## src/rtl/ram_access_unit.sv

```systemverilog
// ram_access_unit
//   Load/store initiator for a 32-bit word-organised RAM. Accepts one RV32I
//   load or store at a time over a valid/ready handshake. It drives the RAM
//   read/write pins and returns a single response beat carrying the extended
//   load data and an error flag. The RAM only writes whole words, so byte and
//   half stores read the word first, replace the selected lane(s) and then
//   write the whole word back.
//
// Ports
//   clk, rst_n                  clock and asynchronous active-low reset
//   req_valid/req_ready         request handshake; req_ready is high only in IDLE
//   req_we, req_funct3          store flag and RV32I access size/sign code
//   req_addr, req_wdata         byte address and right-aligned store data
//   resp_valid/resp_ready       response handshake; the response is held until consumed
//   resp_rdata, resp_err        extended load data (0 for stores/errors), error flag
//   ram_wen/ram_ren             RAM write/read enables, never high together
//   ram_waddr/ram_raddr         RAM word address (both carry the latched word index)
//   ram_wdata, ram_rdata        RAM write data (full word) and read data
module ram_access_unit #(
  parameter int ADDR_W       = 14,
  parameter int DEPTH        = 16000,
  parameter int READ_LATENCY = 1
) (
  input  logic              clk,
  input  logic              rst_n,
  input  logic              req_valid,
  output logic              req_ready,
  input  logic              req_we,
  input  logic [2:0]        req_funct3,
  input  logic [31:0]       req_addr,
  input  logic [31:0]       req_wdata,
  output logic              resp_valid,
  input  logic              resp_ready,
  output logic [31:0]       resp_rdata,
  output logic              resp_err,
  output logic              ram_wen,
  output logic              ram_ren,
  output logic [ADDR_W-1:0] ram_waddr,
  output logic [ADDR_W-1:0] ram_raddr,
  output logic [31:0]       ram_wdata,
  input  logic [31:0]       ram_rdata
);

  localparam logic [2:0] F3_B  = 3'b000;
  localparam logic [2:0] F3_H  = 3'b001;
  localparam logic [2:0] F3_W  = 3'b010;
  localparam logic [2:0] F3_BU = 3'b100;
  localparam logic [2:0] F3_HU = 3'b101;
  // Value of the read-cycle counter in the cycle where ram_rdata is valid.
  localparam logic [1:0] LAST_CNT = 2'(READ_LATENCY - 1);

  typedef enum logic [1:0] {
    ST_IDLE  = 2'd0,
    ST_READ  = 2'd1,
    ST_WRITE = 2'd2,
    ST_RESP  = 2'd3
  } state_t;

  state_t              state_r, state_s;
  logic                we_r, we_s;
  logic [2:0]          f3_r, f3_s;
  logic [1:0]          boff_r, boff_s;
  logic [ADDR_W-1:0]   widx_r, widx_s;
  logic [31:0]         wdata_r, wdata_s;
  logic [1:0]          cnt_r, cnt_s;
  logic                resp_valid_r, resp_valid_s;
  logic                resp_err_r, resp_err_s;
  logic [31:0]         resp_rdata_r, resp_rdata_s;
  logic                ram_wen_r, ram_wen_s;
  logic                ram_ren_r, ram_ren_s;
  logic [31:0]         ram_wdata_r, ram_wdata_s;
  logic                req_err_s;

  // Misaligned, out-of-range or illegal-funct3 request.
  function automatic logic req_error(input logic we, input logic [2:0] f3,
                                     input logic [31:0] addr);
    logic misaligned;
    logic out_of_range;
    logic illegal;
    case (f3)
      F3_H, F3_HU: misaligned = addr[0];
      F3_W:        misaligned = |addr[1:0];
      default:     misaligned = 1'b0;
    endcase
    out_of_range = (|addr[31:ADDR_W+2]) ||
                   ({{(32-ADDR_W){1'b0}}, addr[ADDR_W+1:2]} >= 32'(DEPTH));
    if (we) begin
      illegal = !(f3 inside {F3_B, F3_H, F3_W});
    end else begin
      illegal = f3 inside {3'b011, 3'b110, 3'b111};
    end
    return misaligned || out_of_range || illegal;
  endfunction

  // Select the addressed lane of a read word and sign/zero extend it.
  function automatic logic [31:0] load_extend(input logic [31:0] word,
                                              input logic [1:0] boff,
                                              input logic [2:0] f3);
    logic [31:0] sh;
    sh = word >> {boff, 3'b000};
    case (f3)
      F3_B:    return {{24{sh[7]}}, sh[7:0]};
      F3_H:    return {{16{sh[15]}}, sh[15:0]};
      F3_BU:   return {24'd0, sh[7:0]};
      F3_HU:   return {16'd0, sh[15:0]};
      default: return word;
    endcase
  endfunction

  // Replace the byte/half lane(s) of the old word with the store data.
  function automatic logic [31:0] merge_store(input logic [31:0] word,
                                              input logic [31:0] wdata,
                                              input logic [1:0] boff,
                                              input logic [2:0] f3);
    logic [31:0] mask;
    logic [31:0] data;
    case (f3)
      F3_B: begin
        mask = 32'h0000_00FF << {boff, 3'b000};
        data = {4{wdata[7:0]}};
      end
      F3_H: begin
        mask = 32'h0000_FFFF << {boff[1], 4'b0000};
        data = {2{wdata[15:0]}};
      end
      default: begin
        mask = 32'hFFFF_FFFF;
        data = wdata;
      end
    endcase
    return (word & ~mask) | (data & mask);
  endfunction

  assign req_err_s  = req_error(req_we, req_funct3, req_addr);
  assign req_ready  = rst_n & (state_r == ST_IDLE);
  assign resp_valid = resp_valid_r;
  assign resp_err   = resp_err_r;
  assign resp_rdata = resp_rdata_r;
  assign ram_wen    = ram_wen_r;
  assign ram_ren    = ram_ren_r;
  assign ram_waddr  = widx_r;
  assign ram_raddr  = widx_r;
  assign ram_wdata  = ram_wdata_r;

  // Next-state, request latching and next values of the registered outputs.
  always_comb begin
    state_s      = state_r;
    we_s         = we_r;
    f3_s         = f3_r;
    boff_s       = boff_r;
    widx_s       = widx_r;
    wdata_s      = wdata_r;
    cnt_s        = cnt_r;
    resp_err_s   = resp_err_r;
    resp_rdata_s = resp_rdata_r;
    ram_wdata_s  = ram_wdata_r;
    case (state_r)
      ST_IDLE: begin
        if (req_valid) begin
          we_s         = req_we;
          f3_s         = req_funct3;
          boff_s       = req_addr[1:0];
          widx_s       = req_addr[ADDR_W+1:2];
          wdata_s      = req_wdata;
          cnt_s        = 2'd0;
          resp_err_s   = 1'b0;
          resp_rdata_s = 32'd0;
          if (req_err_s) begin
            state_s    = ST_RESP;
            resp_err_s = 1'b1;
          end else if (req_we && (req_funct3 == F3_W)) begin
            state_s     = ST_WRITE;
            ram_wdata_s = req_wdata;
          end else begin
            state_s = ST_READ;
          end
        end else begin
          state_s = ST_IDLE;
        end
      end
      ST_READ: begin
        if (cnt_r == LAST_CNT) begin
          if (we_r) begin
            state_s     = ST_WRITE;
            ram_wdata_s = merge_store(ram_rdata, wdata_r, boff_r, f3_r);
          end else begin
            state_s      = ST_RESP;
            resp_rdata_s = load_extend(ram_rdata, boff_r, f3_r);
          end
        end else begin
          cnt_s = cnt_r + 2'd1;
        end
      end
      ST_WRITE: begin
        state_s = ST_RESP;
      end
      ST_RESP: begin
        if (resp_ready) begin
          state_s      = ST_IDLE;
          resp_err_s   = 1'b0;
          resp_rdata_s = 32'd0;
        end else begin
          state_s = ST_RESP;
        end
      end
      default: begin
        state_s = ST_IDLE;
      end
    endcase
    // Strobes are decoded from the next state so they are registered outputs.
    ram_ren_s    = (state_s == ST_READ);
    ram_wen_s    = (state_s == ST_WRITE);
    resp_valid_s = (state_s == ST_RESP);
  end

  // State, latched request and output registers.
  always_ff @(posedge clk or negedge rst_n) begin
    if (!rst_n) begin
      state_r      <= ST_IDLE;
      we_r         <= 1'b0;
      f3_r         <= 3'd0;
      boff_r       <= 2'd0;
      widx_r       <= '0;
      wdata_r      <= 32'd0;
      cnt_r        <= 2'd0;
      resp_valid_r <= 1'b0;
      resp_err_r   <= 1'b0;
      resp_rdata_r <= 32'd0;
      ram_wen_r    <= 1'b0;
      ram_ren_r    <= 1'b0;
      ram_wdata_r  <= 32'd0;
    end else begin
      state_r      <= state_s;
      we_r         <= we_s;
      f3_r         <= f3_s;
      boff_r       <= boff_s;
      widx_r       <= widx_s;
      wdata_r      <= wdata_s;
      cnt_r        <= cnt_s;
      resp_valid_r <= resp_valid_s;
      resp_err_r   <= resp_err_s;
      resp_rdata_r <= resp_rdata_s;
      ram_wen_r    <= ram_wen_s;
      ram_ren_r    <= ram_ren_s;
      ram_wdata_r  <= ram_wdata_s;
    end
  end

endmodule

```

## config.mk

```make
export PLATFORM = sky130hd
export DESIGN_NAME = ram_access_unit
export DESIGN_NICKNAME = d
export VERILOG_FILES = /design/src/rtl/ram_access_unit.sv
export SDC_FILE = /design/constraint.sdc
export NUM_CORES = 1
export LEC_CHECK = 0
export BUFFER_PORTS_ARGS = -buffer_cell sky130_fd_sc_hd__buf_2
export CORE_UTILIZATION = 56
export DETAILED_ROUTE_END_ITERATION = 10
export PLACE_DENSITY = 0.86
export SYNTH_ARGS = -nofsm -noshare
export SYNTH_HDL_FRONTEND = slang
export SYNTH_SLANG_ARGS = --single-unit
```

## constraint.sdc

```tcl
create_clock -name clk -period 5 [get_ports clk]
set_input_delay 0.25 -clock clk [delete_from_list [all_inputs] [get_ports clk]]
set_output_delay 0.25 -clock clk [all_outputs]
set_load 0.1 [all_outputs]
```

==> results.py <==
metrics = {
    "floorplan": {
        "rows": 39,
        "dieWidth_um": 110,
        "core-area_um2": 11400,
        "fp.dieH_um": 110,
        "boundaryPins": 201,
        "fp.dieArea_um2": 12200,
        "initial_core_util_pct": 57.7,
    },
    "clock_tree": {
        "postCtsSetupRepairBufs": 0,
        "clock-sinks": 124,
        "cts-resized-gates": 0,
        "clockBufferDepth": 2,
        "cts_tree": "yes",
        "h-tree-depth": 4,
        "cts_buffers": 17,
        "cts-root-buf": "clkbuf_16",
        "clkTransAtPathRegs_ns": 0.05,
        "worst_skew_pair.late_latency_ns": 0.43,
    },
    "sta": {
        "slew_headroom_pct": 19.6,
        "fin_worst_skew_ns": 0.00358,
        "rsz0062_at_grt": "false",
        "finalHoldViolCount": 0,
        "slew_violations": 0,
        "post-route-period-util_pct": 63.5,
        "period_minus_slack_ns": 3.17,
        "tns_ns": 0,
        "setup_viol": 0,
        "worst_pin_slew_ns": 1.20,
        "fmax_ghz": 0.315,
    },
    "routing": {
        "wl_per_cell_um": 18.2,
        "wl_um": 19400,
        "vias": 6234,
        "avgViaCountPerCell": 5.84,
        "ant_nets": 0,
        "drc": 0,
        "first_pass_iters": 5,
        "first_iter_violations": 721,
    },
    "logic_synthesis": {
        "ys_seq_area_share_pct": 47.1,
        "ys.flop_type": "dfrtp_1",
        "syn_area_um2": 6590,
        "syn_nets": 851,
        "synth_area_per_cell_um2": 8.83,
        "synth-edff-count": 0,
        "yosysUniqueCellTypes": 39,
        "ys_ff_latch": 124,
        "yosys_warnings": 0,
        "synthArstFlopShare_pct": 100,
        "syn_inst": 746,
    },
    "layout": {
        "regArea_um2": 3100,
        "layout_commonest_cell": "nand2_1",
        "diodes": 0,
        "nNetsFinal": 1018,
        "finalInstanceArea_um2": 8180,
        "fin_util_pct": 71.6,
        "layout_common_cells": "nand2_1, buf_2, o21ai_0",
        "drive_gt1_share_pct": 30.8,
        "fillers": 910,
        "area_growth_pct": 24.2,
        "multi_input_area_um2": 3130,
    },
    "global_route": {
        "grt_max_degree": 65,
        "grt_pass1_vias": 5952,
        "grt_use_total_pct": 32.5,
        "grt_overflow_total": 0,
        "antenna_found_initial": 0,
        "grt_first_pass_wirelength_um": 30600,
    },
    "worst_setup_path": {
        "cp.arrival_ns": 3.41,
        "crit_required_ns": 5.24,
        "cp_max_fo": 27,
        "crit_buf_inv": 0,
        "cpPeakStageDelay_ns": 1.04,
        "rrSetupSlack_ns": 1.83,
        "endpoint_kind": "flip-flop",
        "crit_path_cell_trace": "nor2b_1, o2bb2ai_1, nand2b_1, a31oi_1, o21ai_0",
        "crit_family": "compound AO/OA/AOI/OAI gates",
        "path_class": "flip-flop to flip-flop",
        "critical_path.slowest_cell": "dfrtp_1",
        "critPathLaunchType": "flip-flop",
    },
    "place": {
        "gp_routability_congestion": 0.904,
        "port-buffer-count": 200,
        "place_area_um2": 7510,
        "hpwlAfterDp_um": 13500,
    },
    "status": {
        "status": "finished, final reports clean",
    },
    "hold_path": {
        "min_path_type": "primary input to flip-flop",
    },
    "flow_run": {
        "max_cap_viol_count": 0,
    },
}
cells in the mapped netlist, drive strengths merged, types with 2 or more instances:
master  instances  share of area (%)
a31oi           3               0.51
nor2b           5               0.48
a21oi          29                2.2
nor2           21                1.2
nand2         229                 13
a211oi          8               0.91
nand3           4               0.30
dfrtp         124                 47
mux2           39                8.3
mux2i          25                3.8
a22o            9                1.2
buf            31                3.2
nand2b          6               0.57
a21o            2               0.23
nor3            3               0.23
nor4            6               0.80
and2            3               0.29
and3            9               0.85
clkbuf         33                1.9
o21ai         128                9.8
o22ai           9               0.85
a22oi           6               0.68
inv             6               0.34
area by class of cell:
cell class | instances | share of cell area (%)
sequential | 124 | 37.9
inverter | 6 | 0.275
clock inverter | 12 | 2.39
clock buffer | 19 | 5.42
tap | 143 | 2.19
multi-input combinational | 552 | 38.3
timing repair buffer | 212 | 13.5
metal layers:
layer	global-route usage, %	vias to the layer above	share of wire, %
li1	-	2871	-
met1	41.4	2884	39
met2	51.1	400	47
met3	8.29	79	9.8
met4	17.3	0	4.2
met5	0	-	0
worst register-to-register path: stages (launching register included):
cell and delay (ns):
dfrtp_1 1.04, nor2b_1 0.32, o2bb2ai_1 0.23, nand2b_1 0.18, a31oi_1 0.92, o21ai_0 0.29
path summary, 6_finish.rpt:
kind / startpoint / endpoint / cells after the start
setup reg to reg: boff_r[0] / resp_rdata[23] / 5
max in group asynchronous: rst_n / ram_wdata[24] / 3
min in group asynchronous: rst_n / resp_rdata[13] / 2
setup / recovery: boff_r[0] / resp_rdata[23] / 5
hold / removal: req_addr[2] / ram_raddr[0] / 3
hold reg to reg: wdata_r[30] / wdata_r[30] / 2
state kept, by name, indices dropped and copies added (netlist names), 2 cells and up:
| name | flops |
|---|---|
| boff_r | 2 |
| cnt_r | 2 |
| f3_r | 3 |
| ram_raddr | 14 |
| ram_wdata | 32 |
| resp_rdata | 32 |
| state_r | 2 |
| wdata_r | 32 |
through the flow:
| stage | hold slack, ns | worst slack, ns | cells |
|---|---|---|---|
| 2_1_floorplan | -0.0456 | 3.15 | 746 |
| 6_report | 0.0143 | 1.83 | 1068 |
| 3_3_place_gp | 0.388 | 2.11 | 1034 |
| 3_5_place_dp | 0.392 | 1.91 | 1034 |
| 4_1_cts | 0.00500 | 1.90 | 1068 |
| 5_1_grt | 0.0139 | 1.68 | 1068 |
logic make-up after synthesis:
kind of cell,count (synthesis),synth area share (%)
compound gates,198,16.9
mux,65,12.5
buf+inv,70,5.38
fa+ha+maj,1,0.190
flops,124,47.1
simple gates,288,18.0
what timing repair did:
| item | 4_1_cts | 5_1_grt |
|---|---|---|
| endpoints found under the hold margin | 64 | 0 |
| hold buffers | 3 | 0 |
| setup endpoints to repair | 0 | 0 |
Power is left out: the tool's default activity adds up to more than one toggle a clock period on the data nets, which glitch-free logic cannot reach.
